$ cat config.mk
export PLATFORM = sky130hd
export DESIGN_NAME = dmem_arbiter
export DESIGN_NICKNAME = d
export VERILOG_FILES = /design/src/rtl/dmem_arb_pkg.sv /design/src/rtl/dmem_arbiter_aging_ctr.sv /design/src/rtl/dmem_arbiter.sv
export SDC_FILE = /design/constraint.sdc
export NUM_CORES = 1
export LEC_CHECK = 0
export BUFFER_PORTS_ARGS = -buffer_cell sky130_fd_sc_hd__buf_2
export CAP_MARGIN = 25
export CORE_AREA = 2 2 116 118
export CTS_BUF_LIST = sky130_fd_sc_hd__clkbuf_8
export CTS_CLUSTER_DIAMETER = 50
export DETAILED_ROUTE_END_ITERATION = 10
export DIE_AREA = 0 0 118 120
export GPL_TIMING_DRIVEN = 0
export PLACE_DENSITY = 0.58
export SYNTH_ARGS = -nofsm -noshare
export SYNTH_HDL_FRONTEND = slang
export SYNTH_SLANG_ARGS = --single-unit
$ cat constraint.sdc
create_clock -name clk -period 1.5 [get_ports clk]
set_input_delay 0 -clock clk [delete_from_list [all_inputs] [get_ports clk]]
set_output_delay 0 -clock clk [all_outputs]
set_load 0.03 [all_outputs]
$ cat src/rtl/dmem_arb_pkg.sv
// Shared types and helpers for the DataMemory arbiter: priority FSM encoding,
// requester port indices and the wait-counter width function.
package dmem_arb_pkg;

    typedef enum logic {
        CPU_PRI = 1'b0,
        DMA_PRI = 1'b1
    } prio_state_t;

    localparam int PORT_C = 0;
    localparam int PORT_D = 1;

    // Ceiling log2, never narrower than one bit.
    function automatic int clog2(input int value);
        int result = 0;
        for (int v = value - 1; v > 0; v = v >> 1) begin
            result++;
        end
        return (result < 1) ? 1 : result;
    endfunction

endpackage

$ cat src/rtl/dmem_arbiter_aging_ctr.sv
// Aging counter and priority FSM for the DMA port: counts consecutive cycles
// the DMA loses and hands it priority for one contested cycle at MAX_WAIT.
module arb_aging_ctr
    import dmem_arb_pkg::*;
#(
    parameter int MAX_WAIT = 4,
    parameter int CNT_W    = clog2(MAX_WAIT + 1)
) (
    input  logic             clk,
    input  logic             reset,
    input  logic             d_req,
    input  logic             d_gnt,
    output logic             prio_d,
    output logic [CNT_W-1:0] d_wait_cnt
);

    localparam logic [CNT_W-1:0] WAIT_MAX = CNT_W'(MAX_WAIT);

    prio_state_t      r_state;
    logic [CNT_W-1:0] r_wait_cnt;
    logic [CNT_W-1:0] w_wait_nxt;

    always_comb begin
        // NOTE: assign a default before any branch so no path leaves the signal unassigned and a latch is inferred.
        w_wait_nxt = '0;
        if (d_req && !d_gnt) begin
            w_wait_nxt = (r_wait_cnt == WAIT_MAX) ? WAIT_MAX : r_wait_cnt + CNT_W'(1);
        end
    end

    // NOTE: clocked state uses non-blocking assignments so every register samples pre-edge values.
    always_ff @(posedge clk) begin
        if (reset) begin
            r_state    <= CPU_PRI;
            r_wait_cnt <= '0;
        end else begin
            r_wait_cnt <= w_wait_nxt;
            case (r_state)
                CPU_PRI: if (w_wait_nxt == WAIT_MAX) r_state <= DMA_PRI;
                DMA_PRI: if (d_gnt || !d_req)        r_state <= CPU_PRI;
                default:                             r_state <= CPU_PRI;
            endcase
        end
    end

    assign prio_d     = (r_state == DMA_PRI);
    assign d_wait_cnt = r_wait_cnt;

endmodule

$ cat src/rtl/dmem_arbiter.sv
// Two-port arbiter in front of the single-port DataMemory: MEM stage (c) has
// priority, DMA (d) ages in. Define DMEM_ARB_STATS_EN to add grant/conflict counters.
module dmem_arbiter
    import dmem_arb_pkg::*;
#(
    parameter int ADDR_W   = 32,
    parameter int DATA_W   = 32,
    parameter int MAX_WAIT = 4
) (
    input  logic              clk,
    input  logic              reset,
    input  logic              c_req,
    input  logic              c_we,
    input  logic [ADDR_W-1:0] c_addr,
    input  logic [DATA_W-1:0] c_wdata,
    output logic              c_gnt,
    output logic              c_rvalid,
    output logic [DATA_W-1:0] c_rdata,
    output logic              c_stall,
    input  logic              d_req,
    input  logic              d_we,
    input  logic [ADDR_W-1:0] d_addr,
    input  logic [DATA_W-1:0] d_wdata,
    output logic              d_gnt,
    output logic              d_rvalid,
    output logic [DATA_W-1:0] d_rdata,
    output logic              mem_read,
    output logic              mem_write,
    output logic [ADDR_W-1:0] mem_addr,
    output logic [DATA_W-1:0] mem_wdata,
    input  logic [DATA_W-1:0] mem_rdata
`ifdef DMEM_ARB_STATS_EN
    ,
    output logic [31:0]       stat_c_grants,
    output logic [31:0]       stat_d_grants,
    output logic [31:0]       stat_conflicts
`endif
);

    localparam int CNT_W = clog2(MAX_WAIT + 1);

    logic             w_prio_d;
    logic [CNT_W-1:0] w_wait_cnt_unused;
    logic [1:0]       w_gnt;

    logic              r_c_rvalid;
    logic [DATA_W-1:0] r_c_rdata;
    logic              r_d_rvalid;
    logic [DATA_W-1:0] r_d_rdata;

    arb_aging_ctr #(
        .MAX_WAIT (MAX_WAIT),
        .CNT_W    (CNT_W)
    ) u_aging (
        .clk        (clk),
        .reset      (reset),
        .d_req      (d_req),
        .d_gnt      (w_gnt[PORT_D]),
        .prio_d     (w_prio_d),
        .d_wait_cnt (w_wait_cnt_unused)
    );

    always_comb begin
        w_gnt     = '0;
        mem_read  = 1'b0;
        mem_write = 1'b0;
        mem_addr  = '0;
        mem_wdata = '0;
        if (c_req && d_req) begin
            w_gnt[PORT_D] = w_prio_d;
            w_gnt[PORT_C] = !w_prio_d;
        end else begin
            w_gnt[PORT_C] = c_req;
            w_gnt[PORT_D] = d_req;
        end
        if (w_gnt[PORT_C]) begin
            mem_read  = !c_we;
            mem_write = c_we;
            mem_addr  = c_addr;
            mem_wdata = c_wdata;
        end else if (w_gnt[PORT_D]) begin
            mem_read  = !d_we;
            mem_write = d_we;
            mem_addr  = d_addr;
            mem_wdata = d_wdata;
        end
    end

    always_ff @(posedge clk) begin
        if (reset) begin
            // NOTE: the read-data registers are reset too, so a port never exposes stale data after reset.
            r_c_rvalid <= 1'b0;
            r_c_rdata  <= '0;
            r_d_rvalid <= 1'b0;
            r_d_rdata  <= '0;
        end else begin
            r_c_rvalid <= w_gnt[PORT_C] && !c_we;
            r_d_rvalid <= w_gnt[PORT_D] && !d_we;
            if (w_gnt[PORT_C] && !c_we) r_c_rdata <= mem_rdata;
            if (w_gnt[PORT_D] && !d_we) r_d_rdata <= mem_rdata;
        end
    end

    assign c_gnt    = w_gnt[PORT_C];
    assign d_gnt    = w_gnt[PORT_D];
    assign c_stall  = c_req && !w_gnt[PORT_C];
    assign c_rvalid = r_c_rvalid;
    assign c_rdata  = r_c_rdata;
    assign d_rvalid = r_d_rvalid;
    assign d_rdata  = r_d_rdata;

`ifdef DMEM_ARB_STATS_EN
    logic [31:0] r_stat_c_grants;
    logic [31:0] r_stat_d_grants;
    logic [31:0] r_stat_conflicts;

    // Free-running counters; wrap-around on overflow is intended.
    always_ff @(posedge clk) begin
        if (reset) begin
            r_stat_c_grants  <= '0;
            r_stat_d_grants  <= '0;
            r_stat_conflicts <= '0;
        end else begin
            if (w_gnt[PORT_C])  r_stat_c_grants  <= r_stat_c_grants + 32'd1;
            if (w_gnt[PORT_D])  r_stat_d_grants  <= r_stat_d_grants + 32'd1;
            if (c_req && d_req) r_stat_conflicts <= r_stat_conflicts + 32'd1;
        end
    end

    assign stat_c_grants  = r_stat_c_grants;
    assign stat_d_grants  = r_stat_d_grants;
    assign stat_conflicts = r_stat_conflicts;
`endif

endmodule

Word level (Yosys, flattened, before mapping). Index checks and enable logic that the tools add are counted.

$add $sub $neg: 1. Multipliers: 0. Muxes and demuxes: 14. Equality and inequality tests: 2. Magnitude comparators: 0. Reductions and logical operators: 12. Shifts and indexed selects: 0. Bitwise gates (word level): 1. Div/mod/pow operators: 0.

Operators with widths (number): 2-to-1 mux 32 bit (4); == test 3 bit (second input constant) (2); logical NOT 1 bit (6); 2-to-1 mux 1 bit (6); 2-to-1 mux 3 bit (2); logical AND 1 bit (5); adder 3 x 1 -> 3 bit (second input constant) (1); 2-to-1 mux 2 bit (1); case mux 1 bit (2 select lines) (1); logical OR 1 bit (1); NOT 1 bit (1).

Bits in writable memories: 0. Input port bits: 166. Latch bits: 0. Register bits after elaboration: 70. Memories kept: 0. Word-level logic and storage cells: 36. Bits in read-only memories: 0.

Depth between registers and ports, before layout. Gate-level depths: netlist of run 1.

Word-level depth: 8. Depth in mapped cells: 6. Depth with buffers taken out: 4.

Cells and area by module. A second synthesis of run 1 with hierarchy kept.

Cell total of the unflattened synthesis: 399. Area, all modules: 3597.2 sq um.

By module, submodules not included: dmem_arbiter (area an instance 3407.0 sq um, times used 1, sequential area each 1321.3 sq um, cells an instance 379); arb_aging_ctr (area an instance 190.2 sq um, times used 1, sequential area each 80.1 sq um, cells an instance 20).

Least setup slack after synthesis of run 1. Ideal clock, no wire load.

Path type: reg-to-output. Start point: register u_aging.r_state, in the netlist u_aging.prio_d. End point: output port mem_addr[22]. Buffers on the path: 1. Setup slack: 0.097 ns. Data arrival time: 1.403 ns. Cell stages (with the launch flop): 4. Cells stage by stage: dfxtp_1 > a21boi_2 > clkbuf_1 > a22o_1.

Longest elaborated chain between the ends: 3. Elaborated cells between the ends (all ways): 4. Classes of those cells: mux: 3; reduce/logical: 1.

RTL lines: start: declaration (RTL line dmem_arbiter_aging_ctr.sv:19) `prio_state_t r_state;`; start signal: assignment (RTL line dmem_arbiter_aging_ctr.sv:34) `r_state <= CPU_PRI;`; start signal: assignment (RTL line dmem_arbiter_aging_ctr.sv:39) `CPU_PRI: if (w_wait_nxt == WAIT_MAX) r_state <= DMA_PRI;`; start signal: assignment (RTL line dmem_arbiter_aging_ctr.sv:40) `DMA_PRI: if (d_gnt || !d_req) r_state <= CPU_PRI;`; logical NOT 1 bit (RTL line dmem_arbiter.sv:71) `w_gnt[PORT_C] = !w_prio_d;`; 2-to-1 mux 2 bit (RTL line dmem_arbiter.sv:69) `if (c_req && d_req) begin`; via c_gnt (RTL line dmem_arbiter.sv:16) `output logic c_gnt,`; 2-to-1 mux 32 bit (RTL line dmem_arbiter.sv:76) `if (w_gnt[PORT_C]) begin`; end: declaration (RTL line dmem_arbiter.sv:29) `output logic [ADDR_W-1:0] mem_addr,`.

The timed path passes the listed nets, and every way through them passes these cells.

Final worst setup path of run 1.
Start point: register u_aging.r_state, in the netlist u_aging.prio_d. End point: output port mem_read.

Longest elaborated chain between the ends: 3. Elaborated cells between the ends (all ways): 4. Classes of those cells: mux: 3; reduce/logical: 1.

RTL lines: 2-to-1 mux 2 bit * (RTL line dmem_arbiter.sv:69); 2-to-1 mux 1 bit / 2-to-1 mux 2 bit (equally long branches) (RTL line dmem_arbiter.sv:81, dmem_arbiter.sv:69); 2-to-1 mux 1 bit * (RTL line dmem_arbiter.sv:76); end: declaration (RTL line dmem_arbiter.sv:27) `output logic mem_read,`.

Mark *: on every way between the ends. The rest lies on a longest branch, timed or not.

==> flow_summary.toml, run 1 <==
[run_status]
status = "complete, but fails checks"
violations = "setup timing"

[worst_hold_path]
hold_path_startpoint = "d_req"
min_path_type = "input pin to flip-flop"

[yosys]
ys_top_cells_by_area = "dfxtp_1, a22o_1, nand2b_1"
synth_area_leader_cell = "dfxtp_1"
synthesis.instances = 400
synth_area_um2 = 3570
ys_types = 23
syn_area_per_cell_um2 = 8.91
syn_nets = 568
yosysTopAreaCellShare_pct = 39.3
yosys_register_bits = 70
synth-seq-area-share_pct = 39.3
ys_warn_count = 0

[clock_tree]
clkLatencyLatePin_ns = 0.35
clk_pin_slew_ns = 0.07
cts-htree-levels = 3
cts_root_buf = "clkbuf_8"
cts.sinks = 70
clock_path_buffers = 2
numCtsBuffers = 9
cts_tree = "yes"

[worst_setup_path]
worstPathCellList = "buf_6 > a21boi_4 > buf_4 > nand2b_2 > buf_6 > nand2_1 > buf_4"
cp-start-kind = "flip-flop"
startpoint = "u_aging.prio_d"
critPathCaptureType = "output port"
max_stage_delay_ns = 0.36
worst-path-max-fanout = 7
worstPathRequired_ns = 1.50
critPathKind = "flip-flop to output port"
cp_top_family = "buffers and inverters"
timing.critical_path.buf_inv = 4
r2r-start = "u_aging.prio_d"
cp_slowest_cell = "dfxtp_4"
cp.arrival_ns = 1.70

[sta]
fin_setup_tns_ns = -10.68
period_needed_ns = 1.70
fin_ws_ns = -0.201
drv_slew = 0
fmax_mhz = 588
slew_headroom_pct = 68.0
min_period_over_period_pct = 113
tightest_slew_ns = 0.480
finalHoldViolCount = 0
fin_skew_ns = 0.00992
setup_violations = 71
rsz0062_at_grt = "true"

[drt]
vias = 4474
ant_nets = 0
dr_wl_met2_um = 9030
dr_wl_met3_um = 1320
wire_per_inst_um = 19.0
top_layer = "met5"
vias_per_cell = 4.74
wl_met1_um = 7250
wl_um = 17900
drtPass1Iterations = 4
drt_iter0_drc = 154
drc_errors = 0

[flow_run]
maxCapViolCount = 0

[global_route]
overflow = 0
grt_pass1_wl_um = 25500
grt_max_degree = 14
grt_use_total_pct = 23.7
grt_pass1_vias = 4473
antenna_found_initial = 2

[pwr]
pwr-share-clk_pct = 26.3
sw_frac_of_total_pct = 35.0
power_density_nw_per_um2 = 782
p_int_mw = 3.37
p_switching_mw = 1.81
finalPower_mw = 5.18
irDropWorstVdd_v = 0.000465
total_leakage_power_nw = 3.35
comb_power_share_pct = 35.7
pwr-share-seq_pct = 38.0

[finish]
final_nets = 930
layoutNonFillerInstCount = 944
fin_util_pct = 51.0
syn2layout_area_growth_pct = 85.6
drive_gt1_share_pct = 49.3
nFillCells = 1290

[placed_design]
gp_congestion = 0.932
placedCellCount = 875
port_buffers = 299
dp_hpwl_um = 14000

[floorplan]
coreArea_um2 = 13000
dieArea_um2 = 14200
start_util_pct = 27.5
die_y_um = 120
dieWidth_um = 118
rows = 42
io_pins = 301
logic make-up after synthesis:
| logic type | Yosys count | share of synthesized area, % |
|---|---|---|
| AOI/OAI and AO/OA | 132 | 25.7 |
| adders and majority gates | 2 | 0.702 |
| and+or+nand+nor | 116 | 18.6 |
| buffers and inverters | 47 | 6.53 |
| muxes | 32 | 8.98 |
| xor gates and xnor gates | 1 | 0.246 |
| DFF | 70 | 39.3 |
layout by cell type (no fill, tap or decap), types with 2 or more instances in the layout:
master         instances
dfxtp_1               69
nand2b_1              65
inv_6                  2
ha_1                   2
buf_4                 29
nand3_1               33
a22o_1                58
o21ai_0               18
buf_2                236
buf_6                 65
a21oi_1               32
nor2_1                 6
nor2b_1                2
clkinv_2               3
mux2i_1               32
nand2_1                3
inv_1                  3
buf_8                  8
dlygate4sd3_1         32
buf_12                 3
a22o_4                 7
clkbuf_4               2
clkbuf_8               9
o21ai_1               14
clkbuf_2               3
clkinvlp_4             2
nor3_1                 2
clkbuf_16              2
clkbuf_1              14
metal layers:
metal,up-vias,GRT usage [%]
li1,2156,-
met1,2115,27.2
met2,177,42.0
met3,24,7.51
met4,2,7.53
met5,-,0
synth_stat cells (all sizes together):
library cell and count:
nand2b 67, nor3 2, a21boi 1, a22o 65
nor2 6, o21ai 32, a21oi 32, clkbuf 24
nand3 33, and2 1, inv 3, mux2i 32
ha 2, nand2 3, xor2 1, a22oi 1
nor2b 3, and3 1, a211oi 1, buf 20
dfxtp 70
worst min-delay path, delay by kind of cell:
kind | cells | cell delay, ns
buffers and inverters | 1 | 0.14
AND/OR/NAND/NOR | 2 | 0.20
cell type report:
class / count / area, µm² / share of cell area (%)
repair buffers: 353 / 2440 / 36.9
flip-flops and latches: 70 / 1410 / 21.2
clock inverters: 7 / 47.5 / 0.718
inverters: 3 / 11.3 / 0.170
clock buffers: 9 / 124 / 1.87
multi-input cells: 283 / 2020 / 30.5
well taps: 176 / 220 / 3.33
plain buffers: 42 / 348 / 5.25
diodes: 1 / 2.50 / 0.0378
path summary, 6_finish.rpt:
path         slack (ns)  depth (start not counted)               endpoint
max               -0.20                          7               mem_read
min                0.04                          3  u_aging.d_wait_cnt[1]
max reg2reg       -0.02                          7            c_rdata[27]
min reg2reg        0.47                          2            c_rdata[26]
stage by stage:
stage | hold slack [ns] | setup slack (ns) | instance area, µm²
6_report | 0.0359 | -0.201 | 6620
5_1_grt | 0.0543 | -0.266 | 6620
4_1_cts | 0.0173 | -0.281 | 6360
2_1_floorplan | 0.148 | 0.0972 | 3570
3_3_place_gp | 0.266 | -0.128 | 5280
3_5_place_dp | 0.274 | -0.125 | 5280
registers in the layout (all words and copies together), names as in the netlist:
signal / cells
d_rdata: 32
u_aging.d_wait_cnt: 3
u_aging.prio_d: 1
c_rdata: 32
d_rvalid: 1
c_rvalid: 1
power by group through the flow:
stage          combinational [mW]  clock (mW)  sequential, mW
2_1_floorplan               0.710           0            2.16
3_3_place_gp                 1.45           0            2.01
3_5_place_dp                 1.46           0            2.01
4_1_cts                      1.76        1.41            1.97
5_1_grt                      1.93        1.48            1.98
6_report                     1.85        1.36            1.97
repair_timing:
| action | 4_1_cts | 5_1_grt |
|---|---|---|
| buffers inserted | 5 | 13 |
| endpoints found under the hold margin | 64 | 0 |
| endpoints found under the setup margin | 85 | 99 |
| hold buffers | 32 | 0 |
| pin swaps | 42 | 15 |
| gates cloned | 2 | 4 |
| gates resized for setup | 152 | 56 |
No activity file was read; power rests on OpenSTA's default activity.
==> run 2, diff against run 1 <==
--- a/config.mk
+++ b/config.mk
@@ -5,7 +5,7 @@
 export SDC_FILE = /design/constraint.sdc
 export NUM_CORES = 1
 export LEC_CHECK = 0
-export BUFFER_PORTS_ARGS = -buffer_cell sky130_fd_sc_hd__buf_2
+export BUFFER_PORTS_ARGS = -buffer_cell sky130_fd_sc_hd__clkbuf_2
 export CAP_MARGIN = 25
 export CORE_AREA = 2 2 116 118
 export CTS_BUF_LIST = sky130_fd_sc_hd__clkbuf_8
==> constraint.sdc (replaced) <==
create_clock -name clk -period 1.58 [get_ports clk]
set_input_delay 0 -clock clk [delete_from_list [all_inputs] [get_ports clk]]
set_output_delay 0 -clock clk [all_outputs]
set_load 0.03 [all_outputs]
==> run 2 against run 1 <==
Against the previous run: the flow still finishes with violations (setup timing); largest cell class unchanged; global-route usage increased by 0.13 points; critical endpoint is now mem_addr[11]; first-iteration DRC count increased by 16%; highest routed layer is now met4; clock-buffer cell count increased by 1; setup slack improved by 0.082 ns; worst hold slack improved by 0.029 ns; utilization about the same; cell count decreased by 1.3%; sequential share of layout area about the same; die area unchanged.
==> flow_summary.toml, run 2 (synthesized netlist as in run 1, its figures left out) <==
[finish]
final_common_cell = "clkbuf_2"
mostFrequentLayoutCells = "clkbuf_2, dfxtp_1, nand2b_1"
syn2layout_area_growth_pct = 85.8
nFillCells = 1277
drive_gt1_share_pct = 48.0
layoutNonFillerInstCount = 932
register_area_um2 = 1410
final_nets = 919
fin_util_pct = 51.1
multi_input_area_um2 = 2010
diodes = 0

[placed_design]
dp_hpwl_um = 14000
placedCellCount = 875
gp_congestion = 0.946
port_buffers = 299

[clock_tree]
numCtsBuffers = 9
clkLatencyLatePin_ns = 0.35
cts_tree = "yes"
cts-htree-levels = 3
cts.sinks = 70
cts_root_buf = "clkbuf_8"
clock_path_buffers = 2
clk_pin_slew_ns = 0.07

[sta]
fin_skew_ns = 0.0144
slew_headroom_pct = 67.1
tightest_slew_ns = 0.494
fmax_mhz = 589
fin_ws_ns = -0.119
finalHoldViolCount = 0
period_needed_ns = 1.70
min_period_over_period_pct = 108
drv_slew = 0
fin_setup_tns_ns = -3.95
setup_violations = 64
rsz0062_at_grt = "true"

[drt]
drc_errors = 0
drt_iter0_drc = 179
vias_per_cell = 4.86
wire_per_inst_um = 18.7
wl_um = 17400
ant_nets = 0
vias = 4526
drtPass1Iterations = 4

[worst_setup_path]
worstPathRequired_ns = 1.58
cp.arrival_ns = 1.70
cp-start-kind = "flip-flop"
worst-path-max-fanout = 10
critPathKind = "flip-flop to output port"
critPathCaptureType = "output port"

[global_route]
grt_use_total_pct = 23.9
grt_pass1_wl_um = 25700
grt_pass1_vias = 4469
antenna_found_initial = 0
overflow = 0
grt_max_degree = 13

[pwr]
finalPower_mw = 5.08
power_density_nw_per_um2 = 767
irDropWorstVdd_v = 0.000694
total_leakage_power_nw = 3.31

[floorplan]
dieArea_um2 = 14200
rows = 42
dieWidth_um = 118
coreArea_um2 = 13000
io_pins = 301
start_util_pct = 27.5
die_y_um = 120

[run_status]
status = "complete, but fails checks"
violations = "setup timing"

[flow_run]
maxCapViolCount = 0

[worst_hold_path]
min_path_type = "input pin to flip-flop"
run 2: changes by cell type in the layout (fill, tap and decap cells not counted), sizes merged:
cell    delta
diode      -1
bufinv     +1
clkinv     -1
buf      -284
clkbuf   +274
inv        -1
run 2: worst max-delay path, stage by stage, from the launching register on:
cell	delay, ns
dfxtp_4	0.35
buf_6	0.12
a21boi_4	0.21
buf_6	0.19
buf_8	0.14
a22o_1	0.20
buf_8	0.15
run 2: layer usage:
| layer | routed length, µm | track usage, % | vias up |
|---|---|---|---|
| met5 | 0 | 0 | - |
| met2 | 8510 | 40.3 | 199 |
| li1 | - | - | 2141 |
| met4 | 473 | 9.04 | 0 |
| met1 | 7000 | 27.8 | 2156 |
| met3 | 1440 | 8.41 | 30 |
run 2: where the power goes:
| part | leakage, nW | switching [mW] | total (mW) | internal, mW |
|---|---|---|---|---|
| Combinational | 2.64 | 0.956 | 1.76 | 0.800 |
| Sequential | 0.571 | 0.0368 | 1.87 | 1.83 |
| Clock | 0.0997 | 0.686 | 1.45 | 0.766 |
run 2: layout make-up:
class,instances,area share [%]
multi-input cells,283,30.3
flip-flops and latches,70,21.2
well taps,176,3.32
inverters,3,0.170
plain buffers,42,4.46
clock buffers,10,2.08
repair buffers,342,37.5
clock inverters,6,0.944
run 2: worst paths after layout:
kind                                startpoint               endpoint  slack (ns)  cells after the start
worst max register to register  u_aging.prio_d             d_rdata[4]        0.11                      6
worst max-delay path            u_aging.prio_d           mem_addr[11]       -0.12                      6
worst min-delay path                     d_req  u_aging.d_wait_cnt[1]        0.07                      3
worst min register to register     c_rdata[21]            c_rdata[21]        0.48                      2
run 2: timing repair:
item	4_1_cts	5_1_grt
pin swaps	23	15
setup buffers	5	4
hold buffers	32	0
endpoints found under the setup margin	68	84
endpoints found under the hold margin	64	0
resized for setup	155	49
cloned	3	0
run 2: per-stage QoR:
step                hold WS, ns  area (µm²)  setup slack (ns)
floorplan                 0.148        3570             0.177
global placement          0.252        5280           -0.0469
detailed placement        0.261        5280           -0.0799
CTS                      0.0351        6530            -0.211
global route             0.0790        6630            -0.175
finish                   0.0651        6630            -0.119
